<file path="src/rtl/pcie_tx_arb_pkg.sv">
// rtl/pcie_tx_arb_pkg.sv - shared states, requester indices and credit widths for the TX arbiter
package pcie_tx_arb_pkg;

    typedef enum logic [1:0] {IDLE, REQ, XFER, GAP} arb_state_t;
    typedef enum logic [1:0] {CPL = 2'd0, DMA0 = 2'd1, DMA1 = 2'd2} req_idx_t;

    localparam int PH_W    = 9;
    localparam int PD_W    = 13;
    localparam int PD_CR_W = 8;
    localparam int DATA_W  = 16;

    // Top bit of each credit field flags an infinite pool.
    function automatic logic dma_eligible(
        input logic               req,
        input logic               recheck,
        input logic [PH_W-1:0]    ph,
        input logic [PD_W-1:0]    pd,
        input logic [PD_CR_W-1:0] cr
    );
        logic ph_ok;
        logic pd_ok;
        ph_ok = ph[PH_W-1] || (ph[PH_W-2:0] != '0);
        pd_ok = pd[PD_W-1] || (pd[PD_W-2:0] >= {{(PD_W-1-PD_CR_W){1'b0}}, cr});
        return req && !recheck && ph_ok && pd_ok;
    endfunction

endpackage

</file>
<file path="src/rtl/pcie_tx_arb_rr.sv">
// rtl/pcie_tx_arb_rr.sv - two-way round-robin pick between the DMA engines
module pcie_tx_arb_rr (
    input  logic       clk_125,
    input  logic       sys_rst,
    input  logic [1:0] elig,
    input  logic       take,
    output logic       valid,
    output logic       pick
);

    logic ptr;

    assign valid = |elig;
    assign pick  = (elig == 2'b11) ? ptr : elig[1];

    always_ff @(posedge clk_125) begin
        if (sys_rst) begin
            ptr <= 1'b0;
        end else if (take) begin
            ptr <= ~ptr;
        end
    end

endmodule

</file>
<file path="src/rtl/pcie_tx_arb.sv">
// rtl/pcie_tx_arb.sv - TX port arbiter: completion engine first, then round-robin DMA, with watchdog
module pcie_tx_arb
    import pcie_tx_arb_pkg::*;
#(
    parameter int TIMEOUT = 1023
) (
    input  logic               clk_125,
    input  logic               sys_rst,
    input  logic               cpl_req,
    output logic               cpl_gnt,
    input  logic               cpl_st,
    input  logic               cpl_end,
    input  logic [DATA_W-1:0]  cpl_data,
    input  logic               dma0_req,
    input  logic [PD_CR_W-1:0] dma0_pd_cr,
    output logic               dma0_gnt,
    input  logic               dma0_st,
    input  logic               dma0_end,
    input  logic [DATA_W-1:0]  dma0_data,
    input  logic               dma1_req,
    input  logic [PD_CR_W-1:0] dma1_pd_cr,
    output logic               dma1_gnt,
    input  logic               dma1_st,
    input  logic               dma1_end,
    input  logic [DATA_W-1:0]  dma1_data,
    output logic               tx_req,
    input  logic               tx_rdy,
    output logic               tx_st,
    output logic               tx_end,
    output logic [DATA_W-1:0]  tx_data,
    input  logic [PH_W-1:0]    tx_ca_ph,
    input  logic [PD_W-1:0]    tx_ca_pd,
    input  logic               tx_ca_p_recheck,
    output logic               err_timeout
);

    localparam int WD_W = $clog2(TIMEOUT + 1);

    arb_state_t      state;
    req_idx_t        winner;
    logic [WD_W-1:0] wd;
    logic [2:0]      gnt_q;
    logic [1:0]      elig;
    logic            rr_valid;
    logic            rr_pick;
    logic            rr_take;
    logic            wd_hit;

    assign elig[0] = dma_eligible(dma0_req, tx_ca_p_recheck, tx_ca_ph, tx_ca_pd, dma0_pd_cr);
    assign elig[1] = dma_eligible(dma1_req, tx_ca_p_recheck, tx_ca_ph, tx_ca_pd, dma1_pd_cr);
    assign rr_take = (state == IDLE) && !cpl_req && rr_valid;
    assign wd_hit  = (wd == WD_W'(TIMEOUT));

    assign cpl_gnt  = gnt_q[CPL];
    assign dma0_gnt = gnt_q[DMA0];
    assign dma1_gnt = gnt_q[DMA1];

    pcie_tx_arb_rr u_rr (
        .clk_125 (clk_125),
        .sys_rst (sys_rst),
        .elig    (elig),
        .take    (rr_take),
        .valid   (rr_valid),
        .pick    (rr_pick)
    );

    // Zero-latency data path so the owner's beats reach the core in the cycle it drives them.
    always_comb begin
        tx_st   = 1'b0;
        tx_end  = 1'b0;
        tx_data = '0;
        if (state == XFER) begin
            case (winner)
                CPL: begin
                    tx_st   = cpl_st;
                    tx_end  = cpl_end;
                    tx_data = cpl_data;
                end
                DMA0: begin
                    tx_st   = dma0_st;
                    tx_end  = dma0_end;
                    tx_data = dma0_data;
                end
                DMA1: begin
                    tx_st   = dma1_st;
                    tx_end  = dma1_end;
                    tx_data = dma1_data;
                end
                default: ;
            endcase
        end
    end

    always_ff @(posedge clk_125) begin
        if (sys_rst) begin
            state       <= IDLE;
            winner      <= CPL;
            wd          <= '0;
            gnt_q       <= '0;
            tx_req      <= 1'b0;
            err_timeout <= 1'b0;
        end else begin
            err_timeout <= 1'b0;
            case (state)
                IDLE: begin
                    wd <= '0;
                    if (cpl_req) begin
                        winner <= CPL;
                        state  <= REQ;
                        tx_req <= 1'b1;
                    end else if (rr_valid) begin
                        winner <= rr_pick ? DMA1 : DMA0;
                        state  <= REQ;
                        tx_req <= 1'b1;
                    end
                end
                REQ: begin
                    if (wd_hit) begin
                        state       <= IDLE;
                        tx_req      <= 1'b0;
                        gnt_q       <= '0;
                        wd          <= '0;
                        err_timeout <= 1'b1;
                    end else begin
                        wd <= wd + 1'b1;
                        if (tx_rdy) begin
                            state         <= XFER;
                            gnt_q         <= '0;
                            gnt_q[winner] <= 1'b1;
                        end
                    end
                end
                XFER: begin
                    // An end beat outranks a watchdog expiry in the same cycle.
                    if (tx_end) begin
                        state  <= GAP;
                        gnt_q  <= '0;
                        tx_req <= 1'b0;
                    end else if (wd_hit) begin
                        state       <= IDLE;
                        tx_req      <= 1'b0;
                        gnt_q       <= '0;
                        wd          <= '0;
                        err_timeout <= 1'b1;
                    end else begin
                        wd <= wd + 1'b1;
                        if (tx_st) begin
                            tx_req <= 1'b0;
                        end
                    end
                end
                GAP: begin
                    wd    <= '0;
                    state <= IDLE;
                end
                default: state <= IDLE;
            endcase
        end
    end

endmodule

</file>
<file path="config.mk">
export PLATFORM = sky130hd
export DESIGN_NAME = pcie_tx_arb
export DESIGN_NICKNAME = d
export VERILOG_FILES = /design/src/rtl/pcie_tx_arb_pkg.sv /design/src/rtl/pcie_tx_arb_rr.sv /design/src/rtl/pcie_tx_arb.sv
export SDC_FILE = /design/constraint.sdc
export NUM_CORES = 1
export LEC_CHECK = 0
export ABC_AREA = 1
export ABC_CLOCK_PERIOD_IN_PS = 2100
export CAP_MARGIN = 20
export CELL_PAD_IN_SITES_DETAIL_PLACEMENT = 0
export CELL_PAD_IN_SITES_GLOBAL_PLACEMENT = 1
export CORE_MARGIN = 2
export CORE_UTILIZATION = 24
export CTS_BUF_LIST = sky130_fd_sc_hd__clkbuf_16
export DETAILED_ROUTE_END_ITERATION = 10
export GPL_TIMING_DRIVEN = 0
export PLACE_DENSITY_LB_ADDON = 0.12
export SLEW_MARGIN = 0
export SYNTH_ARGS = -nofsm -noshare
export SYNTH_HDL_FRONTEND = slang
export SYNTH_SLANG_ARGS = --single-unit
</file>
<file path="constraint.sdc">
create_clock -name clk_125 -period 2.1 [get_ports clk_125]
set_input_delay 0.42 -clock clk_125 [delete_from_list [all_inputs] [get_ports clk_125]]
set_output_delay 0.42 -clock clk_125 [all_outputs]
set_load 0.03 [all_outputs]
</file>
# Word-level counts from Yosys, hierarchy flattened
# Index checks and enable logic that the tools add are counted.
[word_totals]
regBits = 20
[op_classes]
muxes = 37
n_reduce_logical = 26
add_sub_neg = 1
eq_ne = 13
bitwise = 1
n_lt_le_gt_ge = 4
[op_table]
columns = ["cell", "count"]
rows = [
  ["$pmux W16 S3", 1],
  ["$pmux W10 S3", 1],
  ["$ge A12 B8 Y1", 2],
  ["$mux W10", 2],
  ["$mux W2", 9],
  ["$mux W16", 1],
  ["$mux W1", 12],
  ["$mux W3", 4],
  ["$add A10 B1 Y10 const B", 1],
  ["$eq A10 B10 Y1 const B", 1],
  ["$logic_and A1 B1 Y1", 9],
  ["$ne A3 B3 Y1 const B", 3],
  ["$pmux W1 S3", 3],
  ["$eq A2 B2 Y1 const B", 4],
  ["$pmux W2 S4", 1],
  ["$reduce_bool A8 Y1", 1],
  ["$pmux W3 S2", 1],
  ["$reduce_and A3 Y1", 2],
  ["$eq A2 B1 Y1 const B", 2],
  ["$logic_not A2 Y1", 2],
  ["$ne A2 B2 Y1 const B", 2],
  ["$ne A4 B4 Y1 const B", 1],
  ["$reduce_and A4 Y1", 1],
  ["$reduce_bool A2 Y1", 2],
  ["10 further kinds", 14],
]

# Depth between registers and ports, before layout
# Gate-level depths: netlist of the first run.
[depth]
word_depth = 9
depth_mapped = 14

# Hierarchy
# From an unflattened synthesis of the first run, not the netlist that was laid out.
[unflattened]
hier_cells = 359
area_unflattened_um2 = 2164.6
[by_module_without_submodules]
columns = ["module", "seq_area_each_um2", "instances", "area_per_inst_um2", "cells_per_inst"]
rows = [
  ["pcie_tx_arb", 380.4, 1, 2108.3, 350],
  ["pcie_tx_arb_rr", 20.0, 1, 56.3, 9],
]

# Least setup slack after synthesis of the first run
# OpenSTA, ideal clock, no wires.
[synth_timing]
kind = "reg-to-output"
start = "register state[0]"
end = "output tx_data[10]"
stages_incl_launch_ff = 7
required_time_ns = 1.680
setup_slack_ns = 0.309
n_path_buf = 2
arrival_time_ns = 1.371
cell_sequence = "dfxtp_1 > inv_1 > ha_1 > buf_2 > buf_1 > nand2_1 > inv_1"
[synth_between]
elab_chain_len = 2
[synth_rtl]
columns = ["item", "line_no", "rtl"]
rows = [
  ["from (decl)", "pcie_tx_arb.sv:39", "arb_state_t state;"],
  ["from (signal assigned)", "pcie_tx_arb.sv:96", "state <= IDLE;"],
  ["from (signal assigned)", "pcie_tx_arb.sv:109", "state <= REQ;"],
  ["from (signal assigned)", "pcie_tx_arb.sv:113", "state <= REQ;"],
  ["$eq A2 B2 Y1", "pcie_tx_arb.sv:72", "if (state == XFER) begin"],
  ["$mux W16", "pcie_tx_arb.sv:72", ""],
  ["to (decl)", "pcie_tx_arb.sv:30", "output logic [DATA_W-1:0] tx_data,"],
]
# Every way passes these cells.

# Worst setup path after layout of the first run
[layout_timing]
start = "register winner[0]"
end = "output tx_data[13]"
[layout_between]
elab_chain_len = 3
word_cells_on_any_way = 5
cone_classes = "eq/ne (2); mux (2); reduce/logical (1)"
[layout_rtl]
columns = ["item", "line_no", "rtl"]
rows = [
  ["from (decl)", "pcie_tx_arb.sv:40", "req_idx_t winner;"],
  ["from (signal assigned)", "pcie_tx_arb.sv:112", "winner <= rr_pick ? DMA1 : DMA0;"],
  ["$eq A2 B2 Y1 (tied with other cells)", "pcie_tx_arb.sv:73", "case (winner)"],
  ["$pmux W16 S3 (*)", "pcie_tx_arb.sv:73", ""],
  ["$mux W16 (*)", "pcie_tx_arb.sv:72", ""],
]
# Mark *: on every way between the ends. The rest lies on a longest branch, timed or not.

==> reports/metrics.cfg, run 1 <==
[outcome]
outcome=finished, final reports clean

[sta]
setup_viol=0
min_period_ns=2.01
rsz0062_at_grt=no
fin_setup_tns_ns=0
worst_pin_slew_ns=0.415
fin_skew_ns=0.00123
slew-limit-headroom=0.722
hold-worst-slack_ns=0.449
hold_viol=0
slew_viol_final=0
clock.fmax_ghz=0.498
fin_crit_sh=0.957

[setup_path]
r2r_cells=10
r2r-start=wd[0]
critPathArrivalTime_ns=1.59
cp_max_fo=10
crit_path_end_kind=output pin
r2r_slack_ns=0.35
rr_endpoint=gnt_q[0]
start_kind=register
critPathKind=reg2out
cp.required_ns=1.68

[cells_and_area]
syn_to_final_growth_pct=72.3
nNetsFinal=617
fin_util=0.432
num_antenna_cells=0
final_cells=601
drive_above_1_share=0.127

[yosys]
yosys_warnings=0
synth_fp_nets=485
yosys_register_bits=20
syn_inst=366
ys.flop_type=dfxtp_1
syn_area_um2=2080
yosysSeqAreaShare=0.192
async_flop_share=0
avgSynthCellArea_um2=5.69
synth_edf_count=0
synth_cell_types=33

[min_path]
holdCritPathClass=reg2reg
min_to=gnt_q[2]
min_delay_path_depth=2
worstHoldStart=gnt_q[2]

[floorplan]
dieArea_um2=9430
die_x_um=97.1
ios=122
die_y_um=97.1
initial_core_util=0.251
core_um2=8300
rows=33

[route]
drt_iter0_markers=65
ant_nets=0
vias_per_cell=4.30
wl_per_cell_um=11.3
drt-total-wl_mm=6.76
drc=0
drtPass1Iterations=6
vias=2585

[clock_tree]
clkSlewWorstSetupHoldPaths_ns=0.05
clock_latency_ns=0.25
cts_tree=built
cts-root-buf=clkbuf_16
cts.path.max_buffers=2
cts.sinks=20
htreeDepth=1
cts-hold-fix-buffers=0
cts_buffers=3

[global_route]
grtUsageTotal=0.145
grt_pass1_wl_mm=11.7
antenna_found_initial=0
grt_pass1_vias=2598
overflow=0
grt_max_degree=11

[power_and_ir_drop]
peakVddDrop_mv=0.337
fin_total_pwr_mw=1.80
cellLeakagePower_nw=1.78
pwr_density_cell_nw_per_um2=501

[placement]
hpwl_mm=5.49
gp_congestion=0.771
port_buffers=121
placed_cells_incl_taps=592

[flow_run]
drv_cap=0

[per-stage QoR]
stage | instance area [µm²] | setup slack [ns]
finish | 3590 | 0.0909
global route | 3590 | 0.00640
CTS | 3620 | 0.00590
detailed placement | 3420 | -0.576
global placement | 3420 | -0.591
floorplan | 2080 | 0.309
[where the power goes]
group | internal, mW | switching, mW
clock network | 0.251 | 0.137
registers | 0.427 | 0.0348
logic | 0.452 | 0.495
total | 1.13 | 0.668
[per-layer routing]
metal,GRT usage,wire length [µm],vias to the layer above
met4,0.0238,36,0
met5,0,0,-
met3,0.0230,424,4
li1,-,-,1389
met1,0.197,3250,1117
met2,0.246,3050,75
[state kept, by name (all words and copies together) (netlist names)]
| signal | count |
|---|---|
| wd | 10 |
| u_rr.ptr | 1 |
| err_timeout | 1 |
| gnt_q | 3 |
| winner | 2 |
| tx_req | 1 |
| state | 2 |
[layout by cell type, fill, tap and decap left out, drive strengths merged, types with 5 or more instances in the layout]
cell type / count
nand2: 137
clkdlybuf4s50: 103
inv: 67
nor2: 43
nand3: 33
buf: 25
ha: 20
dfxtp: 20
a21oi: 15
o21ai: 6
nor3: 5
[cells in the mapped netlist, types with 2 or more instances]
master,instances,share of area
nand2_1,132,0.24
inv_1,65,0.12
nor2_1,38,0.069
nand3_1,32,0.077
dfxtp_1,20,0.19
ha_1,20,0.12
a21oi_1,13,0.031
nand2_4,4,0.022
nand4_1,4,0.012
nor2_2,4,0.012
nor3_1,4,0.0096
o21ai_1,4,0.0096
clkbuf_1,3,0.0054
a21oi_2,2,0.0084
inv_2,2,0.0036
o21ai_0,2,0.0048
[kinds of logic after synthesis]
logic type                 Yosys count  share of synthesized area
DFF                                 20                      0.192
buffers and inverters               74                      0.137
and+or+nand+nor                    225                      0.473
xor gates and xnor gates             2                    0.00842
adders and majority gates           20                      0.120
AOI/OAI and AO/OA                   25                     0.0686
[critical path, stage by stage, from the launching register on]
cell and delay [ns]:
dfxtp_2 0.39, inv_1 0.08, nor2_4 0.19, buf_8 0.16, nand2_1 0.05, nand3_1 0.07
nand2_1 0.05, inv_1 0.05, clkdlybuf4s15_2 0.28
[cell type report]
type / instances / area [µm²]
Fill cell: 897 / 4710
Multi-Input combinational cell: 272 / 1470
Timing Repair Buffer: 127 / 1180
Sequential cell: 20 / 405
Inverter: 69 / 265
Tap cell: 105 / 131
Clock buffer: 3 / 75.1
Buffer: 5 / 56.3
[worst max path at each step]
stage	slack (ns)	cells past startpoint	end	from
floorplan	0.31	6	tx_data[10]	state[0]
global placement	-0.59	8	tx_data[2]	winner[1]
detailed placement	-0.58	8	tx_data[2]	winner[1]
CTS	0.006	7	tx_st	winner[0]
global route	0.006	8	tx_data[7]	winner[0]
finish	0.09	8	tx_data[13]	winner[0]
[repair_timing]
item                       CTS  global route
setup endpoints to repair   18            23
pin swaps                    3             6
setup buffers                6             0
gates resized for setup     70            48
Note: power is estimated with default switching activity, not from simulation.
==> inputs of run 2 (changes only) <==
--- a/config.mk
+++ b/config.mk
@@ -10,7 +10,6 @@
 export CAP_MARGIN = 20
 export CELL_PAD_IN_SITES_DETAIL_PLACEMENT = 0
 export CELL_PAD_IN_SITES_GLOBAL_PLACEMENT = 1
-export CORE_MARGIN = 2
 export CORE_UTILIZATION = 24
 export CTS_BUF_LIST = sky130_fd_sc_hd__clkbuf_16
 export DETAILED_ROUTE_END_ITERATION = 10
==> reports/metrics.cfg, run 2 (synthesized netlist as in run 1, its figures left out) <==
[outcome]
outcome=finished, final reports clean  ; unchanged

[sta]
hold_viol=0  ; unchanged
slew-limit-headroom=0.761  ; was 0.722
worst_pin_slew_ns=0.357  ; was 0.415 ns
fin_skew_ns=0.00436  ; was 0.00123 ns
fin_setup_tns_ns=0  ; unchanged
clock.fmax_ghz=0.501  ; was 0.498 GHz
rsz0062_at_grt=yes  ; was no
fin_crit_sh=0.951  ; was 0.957
hold-worst-slack_ns=0.453  ; was 0.449 ns
slew_viol_final=0  ; unchanged
setup_viol=0  ; unchanged
min_period_ns=2.00  ; was 2.01 ns

[global_route]
top_usage_layer=met2  ; unchanged
grt_pass1_vias=2387  ; was 2,598
met2_usage=0.255  ; was 0.246
grtUsageTotal=0.146  ; was 0.145
use_met1=0.182  ; was 0.197
grt_pass1_wl_mm=10.6  ; was 11.7 mm
grt_max_degree=12  ; was 11
met3_usage=0.0263  ; was 0.0230
overflow=0  ; unchanged
antenna_found_initial=0  ; unchanged

[floorplan]
rows=33  ; unchanged
dieArea_um2=9050  ; was 9430 µm²
die_x_um=95.1  ; was 97.1 µm
ios=122  ; unchanged
initial_core_util=0.251  ; unchanged
die_y_um=95.1  ; was 97.1 µm
core_um2=8300  ; unchanged

[route]
vias=2564  ; was 2,585
vias_per_cell=4.24  ; was 4.30
drt-total-wl_mm=6.53  ; was 6.76 mm
ant_nets=0  ; unchanged
drtPass1Iterations=4  ; was 6
wl_per_cell_um=10.8  ; was 11.3 µm
drt_iter0_markers=102  ; was 65
drc=0  ; unchanged

[cells_and_area]
drive_above_1_share=0.124  ; was 0.127
layout_commonest_cell=nand2_1  ; unchanged
largest_reg_flops=10  ; unchanged
biggestRegsByFlops=wd: 10 flops, gnt_q: 3 flops  ; unchanged
top_register=wd  ; unchanged
final_cells=605  ; was 601
syn_to_final_growth_pct=72.4  ; was 72.3%
mostFrequentLayoutCells=130 x nand2_1, 103 x clkdlybuf4s50_1, 64 x inv_1  ; was 128 x nand2_1, 103 x clkdlybuf4s50_1, 64 x inv_1
final_cell_area_um2=3590  ; about the same
nNetsFinal=620  ; was 617
num_antenna_cells=0  ; unchanged

[power_and_ir_drop]
peakVddDrop_mv=0.325  ; was 0.337 mV
cellLeakagePower_nw=1.79  ; was 1.78 nW
fin_total_pwr_mw=1.80  ; about the same
pwr_density_cell_nw_per_um2=502  ; was 501 nW/µm²

[setup_path]
critPathArrivalTime_ns=1.58  ; was 1.59 ns
r2r_slack_ns=0.33  ; was 0.35 ns
cp.required_ns=1.68  ; about the same
critPathKind=reg2out  ; unchanged
crit_path_end_kind=output pin  ; unchanged
rr_endpoint=gnt_q[1]  ; was gnt_q[0]
cp-startpoint=winner[1]  ; was winner[0]
endpoint=tx_data[3]  ; was tx_data[13]
start_kind=register  ; unchanged
r2r_cells=10  ; unchanged
r2r-start=wd[0]  ; unchanged
cp_max_fo=10  ; unchanged

[clock_tree]
clkSlewWorstSetupHoldPaths_ns=0.06  ; was 0.05 ns
clock_latency_ns=0.25  ; about the same
cts-root-buf=clkbuf_16  ; unchanged
htreeDepth=1  ; unchanged
cts_tree=built  ; unchanged
cts.path.max_buffers=2  ; unchanged
cts_buffers=3  ; unchanged
cts.sinks=20  ; unchanged
cts-hold-fix-buffers=0  ; unchanged

[placement]
port_buffers=121  ; unchanged
gp_congestion=0.705  ; was 0.771
placed_area_um2=3420  ; unchanged
hpwl_mm=5.21  ; was 5.49 mm
placed_cells_incl_taps=592  ; unchanged

[flow_run]
drv_cap=0  ; unchanged

[min_path]
holdCritPathClass=reg2reg  ; unchanged

## run 2: cell count changes in the layout (fill, tap and decap cells not counted), moves of 2 or more
cell and delta:
nand2_1 +2, buf_4 +2, clkdlybuf4s18_2 +2, clkbuf_8 +2
## run 2: routing by layer
metal,routed length [µm],up-vias
met1,3000,1083
li1,-,1393
met5,0,-
met3,515,9
met2,2900,79
met4,120,0
## run 2: critical path, cell delays in order, from the launching register on
cell	delay (ns)
dfxtp_4	0.38
inv_1	0.07
nor2_4	0.17
clkbuf_8	0.20
nand2_1	0.05
nand3_1	0.06
nand2_1	0.05
inv_1	0.05
clkdlybuf4s18_2	0.29
## run 2: cell type report
cell class	instances	area [µm²]
fill	880	4710
multi-input combinational	272	1440
timing repair buffer	130	1210
sequential	20	408
inverter	69	265
tap	105	131
clock buffer	3	75.1
buffer	5	57.6
clock inverter	1	3.75
## run 2: worst min path at each step
| stage | depth (start not counted) | from | to | slack (ns) |
|---|---|---|---|---|
| floorplan | 2 | state[1] | state[1] | 0.45 |
| global placement | 2 | gnt_q[2] | gnt_q[2] | 0.44 |
| detailed placement | 2 | gnt_q[2] | gnt_q[2] | 0.45 |
| CTS | 2 | gnt_q[2] | gnt_q[2] | 0.46 |
| global route | 2 | gnt_q[2] | gnt_q[2] | 0.50 |
| finish | 2 | gnt_q[2] | gnt_q[2] | 0.45 |
## run 2: stage by stage
step	setup slack (ns)	util
finish	0.103	0.432
global route	-0.0387	0.432
floorplan	0.309	-
CTS	0.0110	0.439
global placement	-0.605	0.412
detailed placement	-0.606	0.412
## run 2: what timing repair did
| action | 4_1_cts | 5_1_grt |
|---|---|---|
| setup endpoints to repair | 18 | 21 |
| resized for setup | 76 | 34 |
| buffers inserted | 9 | 0 |
| pin swaps | 3 | 1 |
| gates cloned | 0 | 0 |
## run 2: where the power goes
group          switching, mW  internal [mW]
logic                  0.491          0.452
registers             0.0339          0.427
clock network          0.144          0.254
==> inputs of run 3 (changes only) <==
--- a/config.mk
+++ b/config.mk
@@ -19,3 +19,4 @@
 export SYNTH_ARGS = -nofsm -noshare
 export SYNTH_HDL_FRONTEND = slang
 export SYNTH_SLANG_ARGS = --single-unit
+export TNS_END_PERCENT = 10
==> reports/metrics.cfg, run 3 (synthesized netlist as in run 1, its figures left out) <==
[clock_tree]
cts.sinks=20  ; unchanged
cts_buffers=3  ; unchanged
cts_tree=built  ; unchanged
cts.path.max_buffers=2  ; unchanged
htreeDepth=1  ; unchanged
clock_latency_ns=0.25  ; about the same
clkSlewWorstSetupHoldPaths_ns=0.06  ; about the same
cts-root-buf=clkbuf_16  ; unchanged
cts-hold-fix-buffers=0  ; unchanged

[global_route]
grt_max_degree=12  ; unchanged
grtUsageTotal=0.146  ; unchanged
antenna_found_initial=0  ; unchanged
grt_pass1_wl_mm=10.6  ; unchanged
grt_pass1_vias=2387  ; unchanged
overflow=0  ; unchanged

[placement]
gp_congestion=0.705  ; unchanged
port_buffers=121  ; unchanged
hpwl_mm=5.21  ; unchanged

[cells_and_area]
fin_util=0.433  ; was 0.432
drive_above_1_share=0.122  ; was 0.124
fill_cells=879  ; was 880
nNetsFinal=620  ; unchanged
syn_to_final_growth_pct=72.6  ; was 72.4%
mostFrequentLayoutCells=131 x nand2_1, 103 x clkdlybuf4s50_1, 64 x inv_1  ; was 130 x nand2_1, 103 x clkdlybuf4s50_1, 64 x inv_1
layout_commonest_cell=nand2_1  ; unchanged
biggestRegsByFlops=wd: 10 flops, gnt_q: 3 flops  ; unchanged
num_antenna_cells=0  ; unchanged
largest_reg_flops=10  ; unchanged
top_register=wd  ; unchanged

[setup_path]
cp.required_ns=1.68  ; about the same
rr_endpoint=gnt_q[1]  ; unchanged
r2r-start=wd[0]  ; unchanged
critPathArrivalTime_ns=1.58  ; about the same
path_cells=inv_1 -> nor2_4 -> clkbuf_8 -> nand2_1 -> nand3_1 -> nand2_1 -> inv_1 -> clkdlybuf4s18_2  ; unchanged
r2r_slack_ns=0.34  ; was 0.33 ns
crit_slowest_cell=dfxtp_4  ; unchanged
cp_max_fo=10  ; unchanged
crit_path_end_kind=output pin  ; unchanged
slowest_delay_ns=0.38  ; about the same
r2r_cells=10  ; unchanged
start_kind=register  ; unchanged
critPathKind=reg2out  ; unchanged

[sta]
min_period_ns=2.00  ; about the same
fin_crit_sh=0.951  ; about the same
worst_pin_slew_ns=0.357  ; unchanged
clock.fmax_ghz=0.501  ; about the same
rsz0062_at_grt=yes  ; unchanged
slew-limit-headroom=0.761  ; unchanged
slew_viol_final=0  ; unchanged
hold_viol=0  ; unchanged
fin_skew_ns=0.00451  ; was 0.00436 ns
fin_setup_tns_ns=0  ; unchanged
setup_viol=0  ; unchanged

[power_and_ir_drop]
pwr_density_cell_nw_per_um2=501  ; was 502 nW/µm²
peakVddDrop_mv=0.326  ; was 0.325 mV
cellLeakagePower_nw=1.79  ; about the same

[route]
drt_iter0_markers=103  ; was 102
drc=0  ; unchanged
ant_nets=0  ; unchanged
vias=2559  ; was 2,564
drt-total-wl_mm=6.53  ; about the same
wl_per_cell_um=10.8  ; about the same
drtPass1Iterations=4  ; unchanged
vias_per_cell=4.23  ; was 4.24

[floorplan]
rows=33  ; unchanged
dieArea_um2=9050  ; unchanged
core_um2=8300  ; unchanged
die_y_um=95.1  ; unchanged
die_x_um=95.1  ; unchanged
ios=122  ; unchanged
initial_core_util=0.251  ; unchanged

[min_path]
min_to=gnt_q[2]  ; unchanged
holdCritPathClass=reg2reg  ; unchanged
worstHoldStart=gnt_q[2]  ; unchanged
min_delay_path_depth=2  ; unchanged

[outcome]
outcome=finished, final reports clean  ; unchanged

[flow_run]
drv_cap=0  ; unchanged

run 3: area by class of cell:
| class | instances | area (µm²) | area share |
|---|---|---|---|
| Sequential cell | 20 | 408 | 0.114 |
| Clock buffer | 3 | 75.1 | 0.0209 |
| Clock inverter | 1 | 3.75 | 0.00104 |
| Tap cell | 105 | 131 | 0.0366 |
| Timing Repair Buffer | 130 | 1220 | 0.339 |
| Multi-Input combinational cell | 272 | 1430 | 0.399 |
| Buffer | 5 | 57.6 | 0.0160 |
| Inverter | 69 | 265 | 0.0738 |
run 3: power by group:
part | switching, mW | leakage, nW | internal, mW
clock network | 0.145 | 0.0385 | 0.254
logic | 0.490 | 1.59 | 0.452
registers | 0.0340 | 0.164 | 0.427
run 3: how the worst max path moves through the flow:
stage                     slack, ns          end          start  depth (start not counted)
after floorplan                0.31  tx_data[10]       state[0]                          6
after global placement        -0.60   tx_data[6]      winner[1]                          8
after detailed placement      -0.61   tx_data[5]      winner[1]                          8
after CTS                      0.01  tx_data[15]      winner[0]                          8
after global routing          -0.06     state[1]  dma0_pd_cr[3]                         14
final                          0.10   tx_data[3]      winner[1]                          8
run 3: worst max-delay path: cells and delay by family, from the launching register on:
kind	cells	cell delay, ns
buffers and inverters	4	0.61
flip-flops	1	0.38
AND/OR/NAND/NOR	4	0.33
run 3: per-layer routing:
layer	vias up	wire length, µm	GRT usage
met2	81	2890	0.255
met1	1076	3010	0.182
met3	9	510	0.0263
met4	0	114	0.0417
li1	1393	-	-
met5	-	0	0
run 3: stage by stage:
step                cells  cell area (µm²)  worst slack (ns)  total power, mW  hold slack [ns]
global placement      592             3420            -0.605             1.37            0.441
CTS                   605             3650            0.0110             1.83            0.456
detailed placement    592             3420            -0.606             1.38            0.446
floorplan             366             2080             0.309            0.997            0.450
finish                605             3590             0.102             1.80            0.453
global route          605             3590           -0.0600             1.95            0.499
run 3: repair_timing:
| item | in CTS | in global routing |
|---|---|---|
| hold endpoints to repair | 0 | 0 |
| pin swaps | 3 | 1 |
| endpoints found under the setup margin | 18 | 21 |
| setup buffers | 9 | 0 |
| gates resized for setup | 74 | 32 |
